### config.mk
export PLATFORM = sky130hd
export DESIGN_NAME = regfile_writeback
export DESIGN_NICKNAME = d
export VERILOG_FILES = /design/src/rtl/wb_pkg.sv /design/src/rtl/wb_fifo.sv /design/src/rtl/regfile_writeback.sv
export SDC_FILE = /design/constraint.sdc
export NUM_CORES = 1
export LEC_CHECK = 0
export ABC_AREA = 1
export BUFFER_PORTS_ARGS = -buffer_cell sky130_fd_sc_hd__buf_2
export CORE_MARGIN = 1.5
export CORE_UTILIZATION = 60
export CTS_CLUSTER_DIAMETER = 30
export DETAILED_ROUTE_END_ITERATION = 8
export PLACE_DENSITY = 0.83
export SYNTH_ARGS = -nofsm -noshare
export SYNTH_HDL_FRONTEND = slang
export SYNTH_SLANG_ARGS = --single-unit
### constraint.sdc
create_clock -name clk -period 3.3 [get_ports clk]
set_input_delay 0.495 -clock clk [delete_from_list [all_inputs] [get_ports clk]]
set_output_delay 0.495 -clock clk [all_outputs]
set_load 0.005 [all_outputs]
### src/rtl/wb_pkg.sv
// ---------------------------------------------------------------------------
// wb_pkg: shared types and constants for the register-file write-back unit.
//
// Contents:
//   WB_FIFO_DEPTH_DEFAULT  default number of LSU buffer entries
//   WB_WIDTH / WB_ADDR_WIDTH  default data / register-address widths
//   wb_entry_t             buffered write {live, addr, data}
//
// WORD_WIDTH and REG_COUNT normally come from constants.svh; if that header
// has not been included ahead of this file, the fallback values below apply.
// ---------------------------------------------------------------------------
`ifndef WORD_WIDTH
`define WORD_WIDTH 32
`endif
`ifndef REG_COUNT
`define REG_COUNT 32
`endif

package wb_pkg;

   localparam int WB_FIFO_DEPTH_DEFAULT = 4;
   localparam int WB_WIDTH              = `WORD_WIDTH;
   localparam int WB_ADDR_WIDTH         = $clog2(`REG_COUNT);

   // Buffered LSU write; live is cleared when a younger ALU write to the
   // same register overtakes it.
   typedef struct packed {
      logic                     live;
      logic [WB_ADDR_WIDTH-1:0] addr;
      logic [WB_WIDTH-1:0]      data;
   } wb_entry_t;

endpackage

### src/rtl/wb_fifo.sv
// ---------------------------------------------------------------------------
// wb_fifo: circular buffer of pending LSU writes with a clear-by-address
// port that marks matching entries dead without removing them.
//
// Optional feature macro: WB_FWD_EN (adds the youngest-first lookup port).
//
// Ports:
//   clk, rst_n                 clock, asynchronous active-low reset
//   push_i, push_addr_i/data_i write a new live entry at the tail
//   pop_i                      drop the head entry
//   kill_i, kill_addr_i        clear live on every entry with that address,
//                              including one pushed in the same cycle
//   full_o, empty_o            occupancy flags from the registered count
//   head_live_o/addr_o/data_o  current head entry
//   fwd_addr_i                 (WB_FWD_EN) lookup address
//   fwd_hit_o, fwd_data_o      (WB_FWD_EN) youngest live match
// ---------------------------------------------------------------------------
module wb_fifo
   import wb_pkg::*;
#(
   parameter int WIDTH      = WB_WIDTH,
   parameter int ADDR_WIDTH = WB_ADDR_WIDTH,
   parameter int DEPTH      = WB_FIFO_DEPTH_DEFAULT
) (
   input  logic                  clk,
   input  logic                  rst_n,
   input  logic                  push_i,
   input  logic [ADDR_WIDTH-1:0] push_addr_i,
   input  logic [WIDTH-1:0]      push_data_i,
   input  logic                  pop_i,
   input  logic                  kill_i,
   input  logic [ADDR_WIDTH-1:0] kill_addr_i,
   output logic                  full_o,
   output logic                  empty_o,
   output logic                  head_live_o,
   output logic [ADDR_WIDTH-1:0] head_addr_o,
   output logic [WIDTH-1:0]      head_data_o
`ifdef WB_FWD_EN
   ,
   input  logic [ADDR_WIDTH-1:0] fwd_addr_i,
   output logic                  fwd_hit_o,
   output logic [WIDTH-1:0]      fwd_data_o
`endif
);

   localparam int PTR_W = $clog2(DEPTH);
   localparam int CNT_W = PTR_W + 1;

   logic [PTR_W-1:0]      rd_ptr_q;
   logic [PTR_W-1:0]      wr_ptr_q;
   logic [CNT_W-1:0]      count_q;
   logic [DEPTH-1:0]      live_q;
   logic [ADDR_WIDTH-1:0] mem_addr_q [DEPTH];
   logic [WIDTH-1:0]      mem_data_q [DEPTH];

   // Control state: pointers, count and live flags.
   always_ff @(posedge clk or negedge rst_n) begin
      if (!rst_n) begin
         rd_ptr_q <= '0;
         wr_ptr_q <= '0;
         count_q  <= '0;
         live_q   <= '0;
      end else begin
         if (push_i) wr_ptr_q <= wr_ptr_q + 1'b1;
         if (pop_i)  rd_ptr_q <= rd_ptr_q + 1'b1;
         case ({push_i, pop_i})
            2'b10:   count_q <= count_q + 1'b1;
            2'b01:   count_q <= count_q - 1'b1;
            default: count_q <= count_q;
         endcase
         for (int i = 0; i < DEPTH; i++) begin
            if (kill_i && (mem_addr_q[i] == kill_addr_i)) live_q[i] <= 1'b0;
         end
         // Written after the kill loop so a same-cycle push sees the kill too.
         if (push_i) live_q[wr_ptr_q] <= !(kill_i && (push_addr_i == kill_addr_i));
      end
   end

   // Payload storage is not reset; live_q and count_q qualify it.
   always_ff @(posedge clk) begin
      if (push_i) begin
         mem_addr_q[wr_ptr_q] <= push_addr_i;
         mem_data_q[wr_ptr_q] <= push_data_i;
      end
   end

   assign full_o      = (count_q == CNT_W'(DEPTH));
   assign empty_o     = (count_q == '0);
   assign head_live_o = live_q[rd_ptr_q];
   assign head_addr_o = mem_addr_q[rd_ptr_q];
   assign head_data_o = mem_data_q[rd_ptr_q];

`ifdef WB_FWD_EN
   logic [PTR_W-1:0] idx;

   // Walk oldest to youngest over occupied slots; a later match overrides,
   // so the youngest live entry wins.
   always_comb begin
      fwd_hit_o  = 1'b0;
      fwd_data_o = '0;
      idx        = '0;
      for (int k = 0; k < DEPTH; k++) begin
         idx = rd_ptr_q + PTR_W'(k);
         if ((CNT_W'(k) < count_q) && live_q[idx] && (mem_addr_q[idx] == fwd_addr_i)) begin
            fwd_hit_o  = 1'b1;
            fwd_data_o = mem_data_q[idx];
         end
      end
   end
`endif

endmodule

### src/rtl/regfile_writeback.sv
// ---------------------------------------------------------------------------
// regfile_writeback: merges ALU results (always accepted) and buffered LSU
// load results into the single register-file write port, one write per
// cycle, keeping program order per register.
//
// Optional feature macro: WB_FWD_EN (forwarding lookup ports fwd_*).
//
// Ports:
//   clk, rst_n                         clock, asynchronous active-low reset
//   alu_valid, alu_addr, alu_data      ALU result, no back-pressure
//   lsu_valid, lsu_ready, lsu_addr, lsu_data  LSU result handshake
//   addr_d, we_d, d                    registered write port to regfile
//   wb_idle                            nothing buffered and no write pending
//   fwd_addr, fwd_hit, fwd_data        (WB_FWD_EN) youngest pending write
// ---------------------------------------------------------------------------
module regfile_writeback
   import wb_pkg::*;
#(
   parameter int WIDTH      = `WORD_WIDTH,
   parameter int REG_COUNT  = `REG_COUNT,
   parameter int FIFO_DEPTH = WB_FIFO_DEPTH_DEFAULT,
   localparam int ADDR_WIDTH = $clog2(REG_COUNT)
) (
   input  logic                  clk,
   input  logic                  rst_n,
   input  logic                  alu_valid,
   input  logic [ADDR_WIDTH-1:0] alu_addr,
   input  logic [WIDTH-1:0]      alu_data,
   input  logic                  lsu_valid,
   output logic                  lsu_ready,
   input  logic [ADDR_WIDTH-1:0] lsu_addr,
   input  logic [WIDTH-1:0]      lsu_data,
   output logic [ADDR_WIDTH-1:0] addr_d,
   output logic                  we_d,
   output logic [WIDTH-1:0]      d,
   output logic                  wb_idle
`ifdef WB_FWD_EN
   ,
   input  logic [ADDR_WIDTH-1:0] fwd_addr,
   output logic                  fwd_hit,
   output logic [WIDTH-1:0]      fwd_data
`endif
);

   logic                  full;
   logic                  empty;
   logic                  push;
   logic                  pop;
   logic                  head_live;
   logic [ADDR_WIDTH-1:0] head_addr;
   logic [WIDTH-1:0]      head_data;

   logic                  we_q;
   logic [ADDR_WIDTH-1:0] addr_q;
   logic [WIDTH-1:0]      data_q;

   // ALU has priority over the buffer, so the FIFO only drains in ALU bubbles.
   assign push = lsu_valid && !full;
   assign pop  = !alu_valid && !empty;

`ifdef WB_FWD_EN
   logic                  fifo_hit;
   logic [WIDTH-1:0]      fifo_data;
`endif

   wb_fifo #(
      .WIDTH      (WIDTH),
      .ADDR_WIDTH (ADDR_WIDTH),
      .DEPTH      (FIFO_DEPTH)
   ) u_fifo (
      .clk         (clk),
      .rst_n       (rst_n),
      .push_i      (push),
      .push_addr_i (lsu_addr),
      .push_data_i (lsu_data),
      .pop_i       (pop),
      .kill_i      (alu_valid),
      .kill_addr_i (alu_addr),
      .full_o      (full),
      .empty_o     (empty),
      .head_live_o (head_live),
      .head_addr_o (head_addr),
      .head_data_o (head_data)
`ifdef WB_FWD_EN
      ,
      .fwd_addr_i  (fwd_addr),
      .fwd_hit_o   (fifo_hit),
      .fwd_data_o  (fifo_data)
`endif
   );

   // Output stage; a dead head pops as a bubble (we low) but still loads.
   always_ff @(posedge clk or negedge rst_n) begin
      if (!rst_n) begin
         we_q   <= 1'b0;
         addr_q <= '0;
         data_q <= '0;
      end else if (alu_valid) begin
         we_q   <= 1'b1;
         addr_q <= alu_addr;
         data_q <= alu_data;
      end else if (!empty) begin
         we_q   <= head_live;
         addr_q <= head_addr;
         data_q <= head_data;
      end else begin
         we_q   <= 1'b0;
      end
   end

   assign addr_d    = addr_q;
   assign we_d      = we_q;
   assign d         = data_q;
   assign lsu_ready = !full;
   assign wb_idle   = empty && !we_q;

`ifdef WB_FWD_EN
   // Buffered entries are younger than the output stage, so they win.
   always_comb begin
      fwd_hit  = 1'b0;
      fwd_data = '0;
      if (fifo_hit) begin
         fwd_hit  = 1'b1;
         fwd_data = fifo_data;
      end else if (we_q && (addr_q == fwd_addr)) begin
         fwd_hit  = 1'b1;
         fwd_data = data_q;
      end
   end
`endif

endmodule

## Word level (Yosys, flattened, before mapping)

Memory sizes are Yosys's and may differ from the RTL's.
Cells that the tools add are included.
W data, S select, Z words.

- Memories kept: 2
- Logic and storage cells: 60
- Register bits after elaboration: 49
- RAM bits: 148

- Order comparisons: 3
- Mux-type cells: 19
- Eq/ne operators: 9
- Reductions and logical operators: 16
- Add/subtract/negate cells: 4

Memories:

| memory | words | bits a word | read ports | clocked after memory_dff | wr ports | line | source |
|---|---|---|---|---|---|---|---|
| u_fifo.mem_data_q | 4 | 32 | 1 | 0 | 1 | wb_fifo.sv:54 | `logic [WIDTH-1:0] mem_data_q [DEPTH];` |
| u_fifo.mem_addr_q | 4 | 5 | 5 | 0 | 1 | wb_fifo.sv:53 | `logic [ADDR_WIDTH-1:0] mem_addr_q [DEPTH];` |

Operators by type and width:

| operator | number |
|---|---|
| $mux W32 | 2 |
| $eq A5 B5 Y1 | 5 |
| $mux W1 | 10 |
| $mux W5 | 2 |
| $logic_and A1 B1 Y1 | 9 |
| $lt A2 B3 Y1 const B | 2 |
| $pmux W3 S2 | 1 |
| $logic_not A1 Y1 | 5 |
| $add A2 B1 Y2 const B | 2 |
| $bwmux W4 | 1 |
| $mux W4 | 1 |
| $add A3 B1 Y3 const B | 1 |
| $eq A3 B3 Y1 const B | 1 |
| $logic_not A3 Y1 | 1 |
| $sub A3 B1 Y3 const B | 1 |
| $bmux W1 S2 | 1 |
| $demux W1 S2 | 1 |
| $eq A2 B1 Y1 const B | 1 |
| $eq A2 B2 Y1 const B | 1 |
| $ge A2 B1 Y1 const B | 1 |
| $ne A2 B2 Y1 const B | 1 |
| $reduce_bool A2 Y1 | 1 |

## Depth between registers and ports, before layout

- Depth after elaboration: 6
- Depth in mapped cells: 9
- Depth with buffers taken out: 9

## Hierarchy

A second synthesis with hierarchy kept.

- Cells, all modules: 762
- Area, all modules: 8,280.4 sq um

Modules (own cells, without submodules):

| module | instances | cells an instance | area each (sq um) |
|---|---|---|---|
| wb_fifo | 1 | 551 | 6,535.0 |
| regfile_writeback | 1 | 211 | 1,745.4 |

## Least setup slack after synthesis

No wires, ideal clock.

- Path kind: input port to flip-flop
- Start: input port alu_valid
- End: register u_fifo.count_q[2]
- Stages on the path: 9
- Setup time: 0.131 ns
- Arrival: 2.007 ns
- Path slack: 1.162 ns
- Cells stage by stage: buf_2 -> a21oi_2 -> buf_2 -> ha_1 -> inv_1 -> fa_1 -> a21oi_1 -> o21ai_0 -> xor2_1

- Longest elaborated chain between the ends: 4
- Elaborated cells between the ends (all ways): 6

Ends and longest elaborated chain:

| element | line | source |
|---|---|---|
| start, declared | regfile_writeback.sv:26 | `input logic alu_valid,` |
| $logic_not A1 Y1 (*) | regfile_writeback.sv:59 | `assign pop = !alu_valid && !empty;` |
| $logic_and A1 B1 Y1 (*) | regfile_writeback.sv:59 |  |
| via pop | regfile_writeback.sv:48 | `logic pop;` |
| $eq A2 B1 Y1 / $eq A2 B2 Y1 (equally long branches) | wb_fifo.sv:66 | `case ({push_i, pop_i})` |
| $pmux W3 S2 / $reduce_bool A2 Y1 (equally long branches) | n/a |  |
| end signal, assigned | wb_fifo.sv:67 | `2'b10: count_q <= count_q + 1'b1;` |
| end signal, assigned | wb_fifo.sv:68 | `2'b01: count_q <= count_q - 1'b1;` |
| end signal, assigned | wb_fifo.sv:69 | `default: count_q <= count_q;` |
| end, declared | wb_fifo.sv:51 | `logic [CNT_W-1:0] count_q;` |

The timed path passes the listed nets; every way through them passes the cells marked *.
A chain may end at the register's enable or synchronous reset.

## Worst setup path in the final report

- Start: register u_fifo.count_q[0]
- End: register u_fifo.count_q[2]

- Longest elaborated chain between the ends: 5
- Elaborated cells between the ends (all ways): 12

Ends and longest elaborated chain:

| element | line |
|---|---|
| $eq A3 B3 Y1 / $logic_not A3 Y1 (equally long branches) | wb_fifo.sv:87, wb_fifo.sv:88 |
| $logic_not A1 Y1, on equally long branches | n/a |
| $logic_and A1 B1 Y1, on equally long branches | regfile_writeback.sv:58, regfile_writeback.sv:59 |
| $eq A2 B1 Y1 / $eq A2 B2 Y1 (equally long branches) | wb_fifo.sv:66 |
| $pmux W3 S2 / $reduce_bool A2 Y1 (equally long branches) | n/a |

Parallel ways exist; a longest one is shown, timed or not.

==> qor.yml <==
clock_tree:
  cts_buffers: 17
  htreeDepth: 4
  cts.sinks: 197
  hold_buffers: 0
  cts_tree: "built"
  clock_latency_ns: 0.44
  clk_pin_slew_ns: 0.06
  max-clock-path-buffers: 2
  post-cts-setup-buffers: 0
  cts_resized: 0
  ctsRootBufferMaster: "clkbuf_16"
placed_design:
  hpwlAfterDp_um: 10600
  gp_congestion: 0.827
  numPortBuffers: 117
timing:
  setup_tns_ns: 0
  final.min_clock_period_ns: 2.17
  setup-violations-final: 0
  finalCritPeriodShare_pct: 65.8
  fmax_ghz: 0.461
  hold_violations: 0
  rsz0062_at_grt: "no"
  slew_headroom_pct: 32.4
  tightest_slew_ns: 1.01
  maxSlewViolCount: 0
  fin_worst_skew_ns: 0.00787
grt:
  grt_pass1_wl_um: 28800
  grt_pass1_vias: 5895
  grt-ovfl-total: 0
  antenna_found_initial: 1
  grt_usage_pct: 26.4
  grt_max_degree: 86
floorplanning:
  die_y_um: 121
  initial_utilization_pct: 62.2
  io_pins: 118
  rows: 42
  die_area_mm2: 0.0146
  die_w_um: 121
  coreArea_mm2: 0.0134
setup_path:
  crit_path_frequent_cell: "nand2_1"
  critical_path.max_stage_delay_ns: 0.44
  cp_slowest_cell: "fa_1"
  reg2reg_slack_ns: 1.13
  cp_data_arrival_time_ns: 2.49
  worstPathRequired_ns: 3.62
  critPathKind: "flip-flop to flip-flop"
  path_cells: "nor2_4, nand2_1, nand2_1, ha_1, inv_1, fa_1, a21oi_1, o21ai_0, xor2_1"
  cp_max_fo: 6
  critPathLaunchType: "flip-flop"
  crit_path_end_kind: "flip-flop"
logic_synthesis:
  syn_avg_cell_area_um2: 10.4
  synthesis.nets: 885
  yosys_warnings: 0
  netlist_instances: 801
  synth.distinct_cells: 25
  synth-seq-area-share_pct: 68.0
  synthesis.area_mm2: 0.00834
  synth_seq_cells: 197
power:
  total_power_mw: 8.25
  irDropWorstVdd_mv: 0.655
  p_leak_nw: 4.20
  p_per_area_mw_per_mm2: 855
routing:
  drc: 0
  final_antenna_net_count: 0
  totalWireLength_um: 18000
  wl_per_cell_um: 16.4
  dr.first_iter.drc_count: 496
  dr.pass1.iters: 5
  viasPerCell: 5.47
  vias: 6010
cells_and_area:
  drive_gt1_share_pct: 18.7
  nets: 992
  area_growth_pct: 15.8
job:
  drv_cap: 0
run_status:
  status: "complete, no violations"
hold_path:
  hold_path.class: "input port to asynchronous set/reset pin"
-- power by group --
| part | leakage, nW | internal [mW] | switching (mW) |
|---|---|---|---|
| clock network | 0.319 | 1.36 | 0.883 |
| logic | 1.95 | 0.768 | 1.63 |
| registers | 1.93 | 3.36 | 0.258 |
| total | 4.20 | 5.49 | 2.77 |
-- cells by family (layout without fill, tap and decap cells) --
logic type / after synthesis / in the layout / synth area share (%)
other cells: 0 / 1 / 0
flops: 197 / 197 / 68.0
xor+xnor: 4 / 4 / 0.420
fa+ha+maj: 6 / 6 / 0.990
simple gates: 488 / 488 / 24.5
buf+inv: 80 / 200 / 4.41
compound gates: 26 / 26 / 1.64
-- synthesized netlist by cell type (all sizes together) --
master | n | share of area (%)
a21oi | 11 | 0.71
buf | 25 | 1.9
clkbuf | 11 | 0.51
dfrtp | 49 | 15
edfxtp | 148 | 53
fa | 1 | 0.24
ha | 5 | 0.75
inv | 44 | 2.0
nand2 | 310 | 14
nand3 | 142 | 8.7
nor2 | 29 | 1.4
o211ai | 1 | 0.090
o21ai | 14 | 0.84
or2 | 7 | 0.53
xnor2 | 1 | 0.11
xor2 | 3 | 0.32
-- worst paths after layout --
check / start / end / cells past startpoint
worst max-delay path: u_fifo.count_q[0] / u_fifo.count_q[2] / 9
worst min-delay path: rst_n / u_fifo.wr_ptr_q[1] / 1
worst max register to register: u_fifo.count_q[0] / u_fifo.count_q[2] / 9
worst min register to register: d[15] / d[15] / 2
max in group asynchronous: rst_n / d[0] / 2
min in group clk: alu_data[7] / d[7] / 3
-- metrics by stage --
stage / instances / setup WS, ns / hold WS (ns) / instance area [um2] / utilization (%)
floorplan: 801 / 1.16 / 0.199 / 8340 / -
global placement: 1065 / 1.20 / 0.461 / 9010 / 67.2
detailed placement: 1065 / 1.13 / 0.465 / 9010 / 67.2
CTS: 1097 / 1.13 / 0.133 / 9650 / 72.0
global route: 1098 / 0.937 / 0.165 / 9660 / 72.1
finish: 1098 / 1.13 / 0.113 / 9660 / 72.1
-- sequential cells by signal, indices dropped and copies added, names as in the netlist --
| signal | flops |
|---|---|
| u_fifo.mem_data_q | 128 |
| d | 32 |
| u_fifo.mem_addr_q | 20 |
| addr_d | 5 |
| u_fifo.live_q | 4 |
| u_fifo.count_q | 3 |
| u_fifo.rd_ptr_q | 2 |
| u_fifo.wr_ptr_q | 2 |
| we_d | 1 |
-- layout make-up --
| cell class | instances | area [um2] |
|---|---|---|
| fillers | 926 | 3740 |
| well taps | 176 | 220 |
| clock buffers | 18 | 439 |
| flip-flops and latches | 197 | 5670 |
| diodes | 1 | 2.50 |
| repair buffers | 124 | 638 |
| clock inverters | 14 | 208 |
| inverters | 44 | 168 |
| multi-input cells | 524 | 2310 |
-- worst max-delay path, delay by kind of cell, from the launching register on --
family                     cells  cell delay (ns)
DFF                            1             0.42
AOI/OAI and AO/OA              2             0.26
adders and majority gates      2             0.61
buffers and inverters          1             0.07
and+or+nand+nor                3             0.55
xor gates and xnor gates       1             0.15
-- metal layers --
metal | GRT usage, % | up-vias | share of wire (%)
met5 | 0 | - | 0
met4 | 13.8 | 0 | 3.4
met3 | 6.34 | 48 | 7.4
met2 | 42.8 | 253 | 49
met1 | 33.3 | 2829 | 40
li1 | - | 2880 | -
-- placed cells by master, fill, tap and decap left out, drive strengths merged --
cell / n
a21oi: 11
buf: 124
bufinv: 5
clkbuf: 18
clkinv: 9
dfrtp: 49
diode: 1
edfxtp: 148
fa: 1
ha: 5
inv: 44
nand2: 310
nand3: 142
nor2: 29
o211ai: 1
o21ai: 14
or2: 7
xnor2: 1
xor2: 3
Power figures use the tool's default switching activity.
